### config.mk
export PLATFORM = sky130hd
export DESIGN_NAME = fifo_ctrl
export DESIGN_NICKNAME = d
export VERILOG_FILES = /design/src/rtl/fifo_ctrl.sv
export SDC_FILE = /design/constraint.sdc
export NUM_CORES = 1
export LEC_CHECK = 0
export BUFFER_PORTS_ARGS = -buffer_cell sky130_fd_sc_hd__buf_4
export CORE_MARGIN = 2
export CORE_UTILIZATION = 57
export DETAILED_ROUTE_END_ITERATION = 7
export PLACE_DENSITY = 0.85
export SLEW_MARGIN = 20
export SYNTH_ARGS = -nofsm -noshare
export SYNTH_HDL_FRONTEND = slang
export SYNTH_SLANG_ARGS = --single-unit
### constraint.sdc
create_clock -name clock -period 4 [get_ports clock]
set_clock_uncertainty 0.2 [all_clocks]
set_input_delay 0.2 -clock clock [delete_from_list [all_inputs] [get_ports clock]]
set_output_delay 0.2 -clock clock [all_outputs]
set_load 0.005 [all_outputs]
### src/rtl/fifo_ctrl.sv
// -----------------------------------------------------------------------------
// fifo_ctrl
//
// Pointer, flag and handshake controller for a synchronous FIFO wrapped around
// a dual-port RAM with a registered read port (one-cycle read latency, no
// write-before-read guarantee). The data path runs straight to the RAM; this
// block only decides which requests are accepted, drives the RAM control pins
// and reports occupancy and status.
//
// Parameters:
//   mem_depth  number of RAM words (power of two, >= 4)
//   af_margin  almost_full  when usedw >= mem_depth - af_margin
//   ae_margin  almost_empty when usedw <= ae_margin
//
// Ports:
//   clock         system clock, rising edge
//   reset_n       asynchronous active-low reset
//   clear         synchronous flush, priority over push/pop
//   push / pop    producer write request / consumer read request
//   wren          RAM write enable
//   wraddress     RAM write address
//   rden          RAM read enable
//   rdaddress     RAM read address
//   rd_valid      RAM data_out holds the word popped on the previous cycle
//   full / empty  occupancy at the extremes (decoded from the state register)
//   almost_full   occupancy at or above the high watermark
//   almost_empty  occupancy at or below the low watermark
//   usedw         current occupancy, 0..mem_depth
//   overflow      sticky: a push was rejected
//   underflow     sticky: a pop was rejected
// -----------------------------------------------------------------------------
module fifo_ctrl #(
    parameter int unsigned mem_depth = 32,
    parameter int unsigned af_margin = 2,
    parameter int unsigned ae_margin = 2,
    localparam int unsigned addr_w   = $clog2(mem_depth),
    localparam int unsigned cnt_w    = addr_w + 1
) (
    input  logic              clock,
    input  logic              reset_n,
    input  logic              clear,
    input  logic              push,
    input  logic              pop,
    output logic              wren,
    output logic [addr_w-1:0] wraddress,
    output logic              rden,
    output logic [addr_w-1:0] rdaddress,
    output logic              rd_valid,
    output logic              full,
    output logic              empty,
    output logic              almost_full,
    output logic              almost_empty,
    output logic [cnt_w-1:0]  usedw,
    output logic              overflow,
    output logic              underflow
);

    // State encoding kept as plain constants for compatibility with older
    // tools and netlist viewers.
    localparam logic [1:0] S_EMPTY = 2'd0;
    localparam logic [1:0] S_MID   = 2'd1;
    localparam logic [1:0] S_FULL  = 2'd2;

    // Occupancy thresholds, pre-sized to the counter width so every compare
    // below is width-exact.
    localparam logic [cnt_w-1:0] cnt_one      = cnt_w'(1);
    localparam logic [cnt_w-1:0] cnt_depth_m1 = cnt_w'(mem_depth - 1);
    localparam logic [cnt_w-1:0] af_level     = cnt_w'(mem_depth - af_margin);
    localparam logic [cnt_w-1:0] ae_level     = cnt_w'(ae_margin);

    logic [addr_w-1:0] wr_ptr;
    logic [addr_w-1:0] rd_ptr;
    logic [cnt_w-1:0]  used_q;
    logic [1:0]        state;
    logic [1:0]        state_next;

    logic push_ok;
    logic pop_ok;

    // -------------------------------------------------------------------------
    // Acceptance
    // -------------------------------------------------------------------------
    assign full  = (state == S_FULL);
    assign empty = (state == S_EMPTY);

    // When full, a push is still accepted if a pop frees a slot in the same
    // cycle: read and write then hit the same address and the RAM returns the
    // old word, which is exactly the word being popped. When empty, a pop is
    // never accepted, so push+pop degenerates into a plain push.
    assign push_ok = push & (~full | pop);
    assign pop_ok  = pop & ~empty;

    // -------------------------------------------------------------------------
    // RAM drive
    // -------------------------------------------------------------------------
    // The enables are also gated by reset_n so that a producer still holding
    // push while reset is asserted cannot write into the RAM.
    assign wren      = push_ok & ~clear & reset_n;
    assign rden      = pop_ok & ~clear & reset_n;
    assign wraddress = wr_ptr;
    assign rdaddress = rd_ptr;

    // -------------------------------------------------------------------------
    // Status
    // -------------------------------------------------------------------------
    assign usedw        = used_q;
    assign almost_full  = (used_q >= af_level);
    assign almost_empty = (used_q <= ae_level);

    // -------------------------------------------------------------------------
    // Next-state logic
    // -------------------------------------------------------------------------
    always_comb begin
        // NOTE: default assignment first, so no path through the case leaves
        // state_next unassigned and no latch is inferred.
        state_next = state;
        case (state)
            S_EMPTY: begin
                if (push_ok) begin
                    state_next = S_MID;
                end
            end
            S_MID: begin
                if (push_ok && !pop_ok && used_q == cnt_depth_m1) begin
                    state_next = S_FULL;
                end else if (pop_ok && !push_ok && used_q == cnt_one) begin
                    state_next = S_EMPTY;
                end
            end
            S_FULL: begin
                if (pop_ok && !push_ok) begin
                    state_next = S_MID;
                end
            end
            default: begin
                // Unreachable encoding: recover to a known-safe state.
                state_next = S_EMPTY;
            end
        endcase
    end

    // -------------------------------------------------------------------------
    // Registers
    // -------------------------------------------------------------------------
    always_ff @(posedge clock or negedge reset_n) begin
        // NOTE: non-blocking assignments for all state, so every register
        // samples the pre-edge values regardless of statement order.
        if (!reset_n) begin
            wr_ptr    <= '0;
            rd_ptr    <= '0;
            used_q    <= '0;
            state     <= S_EMPTY;
            rd_valid  <= 1'b0;
            overflow  <= 1'b0;
            underflow <= 1'b0;
        end else if (clear) begin
            // Flush wins over any request in the same cycle and raises no
            // error flag.
            wr_ptr    <= '0;
            rd_ptr    <= '0;
            used_q    <= '0;
            state     <= S_EMPTY;
            rd_valid  <= 1'b0;
            overflow  <= 1'b0;
            underflow <= 1'b0;
        end else begin
            // Pointers are exactly addr_w bits wide, so they wrap modulo
            // mem_depth without extra logic.
            if (push_ok) begin
                wr_ptr <= wr_ptr + addr_w'(1);
            end
            if (pop_ok) begin
                rd_ptr <= rd_ptr + addr_w'(1);
            end

            case ({push_ok, pop_ok})
                2'b10:   used_q <= used_q + cnt_w'(1);
                2'b01:   used_q <= used_q - cnt_w'(1);
                default: used_q <= used_q;
            endcase

            state <= state_next;

            // The RAM registers its output on the same edge that consumes
            // rden, so the word is present for exactly the following cycle.
            rd_valid <= pop_ok;

            if (push && !push_ok) begin
                overflow <= 1'b1;
            end
            if (pop && !pop_ok) begin
                underflow <= 1'b1;
            end
        end
    end

endmodule

==> results.toml, run 1 <==
[status]
status = "finished clean"

[critical_path]
max_stage_delay_ns = 0.47
path_class = "reg2out"
cp_cell_sequence = "nand2b_1 > o21ai_1 > nor2_1 > buf_4"
ff2ff_setup_slack_ns = 2.11
worstRegToRegCells = 4
cp-end-kind = "output pin"
r2r-start = "state[0]"
critPathLaunch = "state[0]"
critPathRequiredTime_ns = 3.60
start_kind = "register"
cp_slowest_cell = "dfrtp_1"
crit_fanout = 7
worstPathArrival_ns = 1.54

[floorplan]
core_um2 = 2190
initial_core_util_pct = 59.8
die-area_um2 = 2700
die_w_um = 51.9
die_h_um = 51.9
ios = 30
std_cell_rows = 17

[place]
place_ws_ns = 2.15
post-place-cells = 193
numPortBuffers = 29
dp.final_hpwl_mm = 2.25
gp_congestion = 0.948

[synth]
syn-num-nets = 156
ys_seq_area_share_pct = 40.1
synth_area_leaders = "dfrtp_1 40%, nor2_1 6.6%, ha_1 5.7%, xor2_1 4.0%, nand2_1 3.2%"
synth_most_common_cell = "nor2_1"
syn_area_um2 = 1310
yosysTopAreaCell = "dfrtp_1"
synth_ff_type = "dfrtp_1"
ys_top_cells_by_count = "23 x nor2_1, 21 x dfrtp_1, 11 x nand2_1"
yosysTopAreaCellShare_pct = 40.1
synth.avg_cell_area_um2 = 9.03
postSynthCellCount = 145
synth_edf_count = 0
synth-seq-cells = 21
ys_async_sr_fraction_pct = 100
ys_types = 41
ys_warn_count = 0

[clocking]
postCtsSetupRepairBufs = 0
cts_sinks = 21
clock_tree.root_cell = "clkbuf_4"
clk_path_buf_depth = 2
cts_tree = "done"
htreeDepth = 1
numCtsBuffers = 3
insertion_delay_ns = 0.31
cts.reportedPaths.clkPinSlew_ns = 0.12

[detailed_routing]
drtAntennaViolNets = 0
num_vias = 1189
drt_first_pass_iters = 5
drc = 0
drt-initial-drc-count = 61
wl_per_cell_um = 15.4
via_per_inst = 6.01
drt_wl_total_mm = 3.04

[power]
p_seq_share_pct = 53.4
ir_worst_vdd_mv = 0.221
swShare_pct = 31.5
power.leakage_nw = 0.754
pwr-share-comb_pct = 24.3
powerDensity_nw_per_um2 = 293
power_switching_uw = 143
pwr-share-clk_pct = 22.3
p_int_uw = 312

[global_route]
antenna_found_initial = 0
grt_use_total_pct = 25.2
grt_pass1_wl_mm = 5.04
grt_max_degree = 28
grt_pass1_vias = 1077
grt_overflow = 0

[cells_and_area]
n_fill_cell = 175
n_antenna_cell = 0
area_growth_pct = 18.6
layout-drive-gt1-share_pct = 21.8
instances_no_fill = 198
layout.nets = 182

[sta]
fin_tns_setup_ns = 0
holdWs_ns = 0.0274
rsz0062_at_grt = "no"
slew_violations = 0
worst_slew_margin_rel_pct = 68.0
setup_viol = 0
tightest_slew_ns = 0.474
fin_crit_ns = 1.94
max_freq_mhz = 515
hold_violations = 0
fin_ws_ns = 2.06
finalCritPeriodShare_pct = 48.5

[min_path]
hold_path_depth = 3
min_from = "pop"
hp-class = "in2reg"

[run]
max_cap_viol_count = 0
## power groups by stage
stage	Clock (mW)	Sequential, mW	Combinational (mW)
finish	0.101	0.243	0.111
global route	0.117	0.246	0.124
global placement	0	0.246	0.106
floorplan	0	0.242	0.0691
detailed placement	0	0.246	0.109
CTS	0.104	0.243	0.111
## routing by layer
layer / global-route usage (%) / part of all wire (%) / vias up
met5: 0 / 0 / -
met4: 11.4 / 3.1 / 0
met3: 4.31 / 6.1 / 17
met2: 41.4 / 50 / 60
met1: 32.3 / 41 / 554
li1: - / - / 558
## path summary, 6_finish.rpt
path	end
setup reg to reg	usedw[4]
hold reg to reg	overflow
hold / removal	underflow
max in group asynchronous	rdaddress[1]
min in group asynchronous	overflow
setup / recovery	wren
## worst max-delay path, delay by kind of cell (launching register included)
kind,cells,cell delay (ns)
AOI/OAI and AO/OA,1,0.30
buffers and inverters,1,0.14
and+or+nand+nor,2,0.32
DFF,1,0.47
## cells in the final DEF (no fill, tap or decap), types with 2 or more instances in the layout
| cell type | netlist | layout |
|---|---|---|
| dfrtp_1 | 21 | 21 |
| ha_1 | 6 | 6 |
| nand2_1 | 11 | 11 |
| a21oi_1 | 6 | 6 |
| o2111ai_1 | 2 | 2 |
| o211ai_1 | 4 | 4 |
| buf_4 | 0 | 29 |
| nand3_1 | 7 | 7 |
| xor2_1 | 6 | 6 |
| clkbuf_4 | 0 | 3 |
| a31oi_1 | 2 | 2 |
| nand2b_1 | 2 | 2 |
| nor2b_1 | 6 | 6 |
| inv_1 | 7 | 7 |
| mux2i_1 | 3 | 3 |
| nand4_1 | 4 | 4 |
| nor3_1 | 3 | 3 |
| nor2_1 | 23 | 23 |
| mux2_1 | 3 | 3 |
## cells by family after synthesis
group | after synthesis | share of synthesized area [%]
buffers and inverters | 16 | 5.54
flip-flops | 21 | 40.1
XOR/XNOR | 7 | 4.68
AO/OA/AOI/OAI | 28 | 16.9
multiplexers | 6 | 4.87
adder cells (fa/ha/maj) | 6 | 5.73
AND/OR/NAND/NOR | 61 | 22.2
## layout make-up
| class | instances | area [um2] | share of cell area (%) |
|---|---|---|---|
| multi-input combinational | 108 | 712 | 45.8 |
| sequential | 21 | 526 | 33.8 |
| timing repair buffer | 30 | 228 | 14.7 |
| tap | 28 | 35.0 | 2.25 |
| inverter | 7 | 26.3 | 1.69 |
| clock buffer | 3 | 22.5 | 1.45 |
| clock inverter | 1 | 5.00 | 0.322 |
## state kept, by name, indices dropped and copies added, names as in the netlist
name       count
rd_valid       1
overflow       1
usedw          6
wraddress      5
rdaddress      5
state          2
underflow      1
## repair_timing
| item | in CTS | in global routing |
|---|---|---|
| hold buffers | 1 | 0 |
| resized for setup | 0 | 0 |
| hold endpoints to repair | 21 | 0 |
## metrics by stage
stage               instance area [um2]  power (mW)  utilization (%)
floorplan                          1310       0.311                -
global placement                   1520       0.352             69.2
detailed placement                 1520       0.356             69.2
CTS                                1550       0.457             70.9
global route                       1550       0.487             70.9
finish                             1550       0.455             70.9
Power figures use the tool's default switching activity.
==> inputs of run 2 (changes only) <==
CORE_UTILIZATION = 53   (was 57)
PLACE_DENSITY = 0.8   (was 0.85)
clock period = 1.9 ns   (was 4 ns; I/O delays follow)
==> run 2 against run 1 <==
Effect of this change:
- critical path depth up 1
- clock power rose by 120%
- die area up 7.0%
- via count rose by 5.5%
- sequential power increased by 110%
- setup slack got worse by 2.0 ns
- non-clock buffer count grew 13
- register-to-register slack worse by 2.1 ns
- hold slack got worse by 0.013 ns
- critical path type is now reg2reg
- highest routed layer unchanged
==> results.toml, run 2 (synthesis gave the netlist of run 1 again) <==
[global_route]
grt_busiest_layer = "met2"
grt_pass1_vias = 1107
grt_max_degree = 28
met2_usage_pct = 40.4
grt_overflow = 0
grtUsageMet3_pct = 3.61
grt_use_total_pct = 24.2
met1_usage_pct = 31.9
grt_pass1_wl_mm = 5.03
antenna_found_initial = 0

[cells_and_area]
layout.nets = 195
final_cell_mix = "37 x buf_4, 23 x nor2_1, 20 x dfrtp_1"
finalCoreUtilization_pct = 70.0
n_antenna_cell = 0
design_area_um2 = 1690
largest_register = "usedw"
instances_no_fill = 213
area_growth_pct = 28.7
final_common_cell = "buf_4"
largest_register_ffs = 6
layout-drive-gt1-share_pct = 26.8

[clocking]
numCtsBuffers = 3
insertion_delay_ns = 0.31
cts.reportedPaths.clkPinSlew_ns = 0.13
cts_sinks = 21
clock_tree.root_cell = "clkbuf_4"
clk_path_buf_depth = 2
htreeDepth = 1
cts_tree = "done"

[sta]
slew_violations = 0
fin_ws_ns = 0.0276
finalCritPeriodShare_pct = 98.5
hold_violations = 0
fin_crit_ns = 1.87
setup_viol = 0
max_freq_mhz = 534
rsz0062_at_grt = "yes"
tightest_slew_ns = 0.554
fin_tns_setup_ns = 0
worst_slew_margin_rel_pct = 62.9

[min_path]
hold_path_depth = 3
hp-class = "in2reg"
min_from = "push"
min_to = "overflow"

[floorplan]
die-area_um2 = 2890
die_w_um = 53.7
die_h_um = 53.7
initial_core_util_pct = 54.4
std_cell_rows = 18
core_um2 = 2410
ios = 30

[detailed_routing]
drtAntennaViolNets = 0
drt-initial-drc-count = 20
via_per_inst = 5.89
drt_wl_total_mm = 3.21
drc = 0
num_vias = 1254
drt_first_pass_iters = 4
wl_per_cell_um = 15.1

[place]
gp_congestion = 0.910
numPortBuffers = 29
dp.final_hpwl_mm = 2.20
post-place-cells = 200
place_ws_ns = 0.0378
placed_area_um2 = 1560

[status]
status = "finished clean"

[critical_path]
worstPathArrival_ns = 1.87
crit_fanout = 6
start_kind = "register"
path_class = "reg2reg"
r2r-start = "state[0]"
ff2ff_setup_slack_ns = 0.03
critPathRequiredTime_ns = 1.89
timing.rr.end = "usedw[4]"
cp-end-kind = "register"
worstRegToRegCells = 5

[run]
max_cap_viol_count = 0

[power]
ir_worst_vdd_mv = 0.597
powerDensity_nw_per_um2 = 591
power.leakage_nw = 0.816
-- run 2: power breakdown --
| part | total (mW) | internal [mW] | switching (mW) | leakage, nW |
|---|---|---|---|---|
| clock network | 0.219 | 0.0785 | 0.140 | 0.0177 |
| registers | 0.510 | 0.471 | 0.0398 | 0.285 |
| logic | 0.268 | 0.134 | 0.134 | 0.514 |
-- run 2: per-layer routing --
| metal | up-vias | share of wire (%) |
|---|---|---|
| li1 | 586 | - |
| met1 | 601 | 42 |
| met2 | 56 | 51 |
| met3 | 11 | 5.1 |
| met4 | 0 | 1.5 |
| met5 | - | 0 |
-- run 2: timing repair --
action / CTS / global route
hold buffers: 6 / 0
endpoints found under the setup margin: 1 / 6
pin swaps: 0 / 2
buffers inserted: 0 / 3
endpoints found under the hold margin: 35 / 0
resized for setup: 1 / 4
-- run 2: worst max path at each step --
stage | start | end | slack [ns] | depth (start not counted)
3_3_place_gp | state[0] | usedw[4] | 0.10 | 5
2_1_floorplan | state[0] | usedw[2] | 0.13 | 5
3_5_place_dp | state[0] | usedw[3] | 0.04 | 5
6_report | state[0] | usedw[4] | 0.03 | 5
5_1_grt | state[0] | usedw[2] | -0.03 | 5
4_1_cts | state[0] | usedw[3] | 0.01 | 5
-- run 2: critical path: stages (launching register included) --
cell,delay [ns]
dfrtp_1,0.45
mux2i_1,0.14
buf_4,0.16
a221oi_4,0.40
a21oi_1,0.09
mux2_1,0.32
-- run 2: area by class of cell --
type / count / area [um2]
inverters: 7 / 26.3
fillers: 180 / 723
well taps: 30 / 37.5
repair buffers: 43 / 338
multi-input cells: 108 / 731
clock inverters: 1 / 5.00
flip-flops and latches: 21 / 527
clock buffers: 3 / 22.5
-- run 2: per-stage QoR --
| step | total power, mW | hold slack (ns) |
|---|---|---|
| 3_3_place_gp | 0.751 | -0.199 |
| 5_1_grt | 1.06 | 0.0328 |
| 4_1_cts | 0.990 | 0.00201 |
| 3_5_place_dp | 0.759 | -0.198 |
| 2_1_floorplan | 0.655 | -0.401 |
| 6_report | 0.997 | 0.0149 |
==> inputs of run 3 (changes only) <==
CORE_UTILIZATION = 45   (was 53)
PLACE_DENSITY = 0.69   (was 0.8)
clock period = 2.3 ns   (was 1.9 ns; I/O delays follow)
==> run 3 against run 2 <==
Effect of this change:
- power decreased by 20%
- global-route usage shrank 4.8 points
- non-clock buffer count shrank 8
- clock-buffer cell count unchanged
- final cell count decreased by 3.3%
- hold slack barely moved
- first-iteration DRC count up 110%
- sequential power shrank 17%
- cell area shrank 5.0%
==> results.toml, run 3 (synthesis gave the netlist of run 1 again) <==
[run]
max_cap_viol_count = 0

[critical_path]
cp-end-kind = "register"
critPathCapture = "usedw[3]"
path_class = "reg2reg"
timing.rr.end = "usedw[3]"
start_kind = "register"
ff2ff_setup_slack_ns = 0.39
critPathRequiredTime_ns = 2.29
critPathLaunch = "state[1]"
worstRegToRegCells = 4
r2r-start = "state[1]"
worstPathArrival_ns = 1.90
crit_fanout = 7

[cells_and_area]
multi_input_area_um2 = 712
area_growth_pct = 22.3
final_common_cell = "buf_4"
final_cell_mix = "31 x buf_4, 23 x nor2_1, 21 x dfrtp_1"
layout-drive-gt1-share_pct = 22.3
regArea_um2 = 526
n_antenna_cell = 0
instances_no_fill = 206
largest_register = "usedw"
n_fill_cell = 245
layout.nets = 187
largest_register_ffs = 6

[global_route]
antenna_found_initial = 0
grt_overflow = 0
grt_use_total_pct = 19.4
grt_pass1_wl_mm = 5.11
grt_max_degree = 28
grt_pass1_vias = 1127

[detailed_routing]
via_per_inst = 5.76
drt_first_pass_iters = 4
drt_wl_total_mm = 3.03
drt-initial-drc-count = 43
wl_per_cell_um = 14.7
drtAntennaViolNets = 0
num_vias = 1187
drc = 0

[power]
swShare_pct = 31.6
ir_worst_vdd_mv = 0.380
power_switching_uw = 253
p_total_uw = 802
powerDensity_nw_per_um2 = 501
p_seq_share_pct = 52.6
pwr-share-clk_pct = 22.7
pwr-share-comb_pct = 24.7
p_int_uw = 549
power.leakage_nw = 0.778

[clocking]
cts_tree = "done"
hold_buffers = 4
postCtsSetupRepairBufs = 0
cts_resized = 0
numCtsBuffers = 3
cts.reportedPaths.clkPinSlew_ns = 0.13
insertion_delay_ns = 0.31
cts_sinks = 21
clk_path_buf_depth = 2
htreeDepth = 1
clock_tree.root_cell = "clkbuf_4"

[sta]
rsz0062_at_grt = "no"
fin_tns_setup_ns = 0
finalCritPeriodShare_pct = 82.9
max_freq_mhz = 524
slew_violations = 0
setup_viol = 0
fin_crit_ns = 1.91
fin_ws_ns = 0.393
tightest_slew_ns = 0.371
hold_violations = 0
worst_slew_margin_rel_pct = 74.5

[floorplan]
std_cell_rows = 19
die_w_um = 58.0
die_h_um = 58.0
ios = 30
initial_core_util_pct = 47.5
core_um2 = 2760
die-area_um2 = 3360

[min_path]
hp-class = "in2async"

[place]
numPortBuffers = 29
place_ws_ns = 0.427
dp.final_hpwl_mm = 2.15
post-place-cells = 198
gp_congestion = 0.917

[status]
status = "finished clean"
run 3: changes by cell type in the layout (fill, tap and decap cells not counted):
cell	change
a21oi_1	+1
o21ai_4	-1
buf_4	-6
dfrtp_2	-1
mux2_1	+1
dlygate4sd3_1	-2
a21oi_2	-1
mux2_4	-1
o21ai_1	+1
dfrtp_1	+1
run 3: power groups by stage:
stage          clock (mW)  sequential (mW)  combinational [mW]
2_1_floorplan           0            0.421               0.120
3_3_place_gp            0            0.428               0.191
3_5_place_dp            0            0.428               0.193
4_1_cts             0.196            0.422               0.201
5_1_grt             0.201            0.427               0.222
6_report            0.182            0.422               0.198
run 3: how the worst min path moves through the flow:
stage               startpoint        to  cells past startpoint  slack, ns
CTS                    reset_n  usedw[1]                      2       0.02
global placement       reset_n  usedw[1]                      1      -0.18
global route           reset_n  usedw[1]                      2       0.03
detailed placement     reset_n  usedw[1]                      1      -0.17
finish                 reset_n  usedw[4]                      2       0.02
floorplan              reset_n  overflow                      0      -0.38
run 3: cell type report:
class                      count  area share (%)
clock inverter                 1           0.312
clock buffer                   3            1.41
sequential                    21            32.8
inverter                       7            1.64
timing repair buffer          35            17.0
tap                           31            2.42
multi-input combinational    108            44.4
run 3: worst max-delay path: stages (launching register included):
cell and delay, ns:
dfrtp_1 0.53, mux2i_1 0.21, a221oi_4 0.46, a21oi_1 0.08
mux2_1 0.32
run 3: layer usage:
layer / track usage [%] / part of all wire (%) / wire length, um / vias to the layer above
li1: - / - / - / 566
met3: 3.57 / 5.3 / 161 / 8
met4: 6.98 / 1.6 / 48 / 0
met2: 31.8 / 49 / 1500 / 49
met1: 25.8 / 44 / 1320 / 564
met5: 0 / 0 / 0 / -
run 3: through the flow:
| stage | hold WS, ns | area (um2) | util (%) |
|---|---|---|---|
| after global placement | -0.180 | 1540 | 55.7 |
| after detailed placement | -0.174 | 1540 | 55.7 |
| after CTS | 0.0163 | 1600 | 58.1 |
| after global routing | 0.0292 | 1600 | 58.1 |
| after floorplan | -0.381 | 1310 | - |
| final | 0.0153 | 1600 | 58.1 |
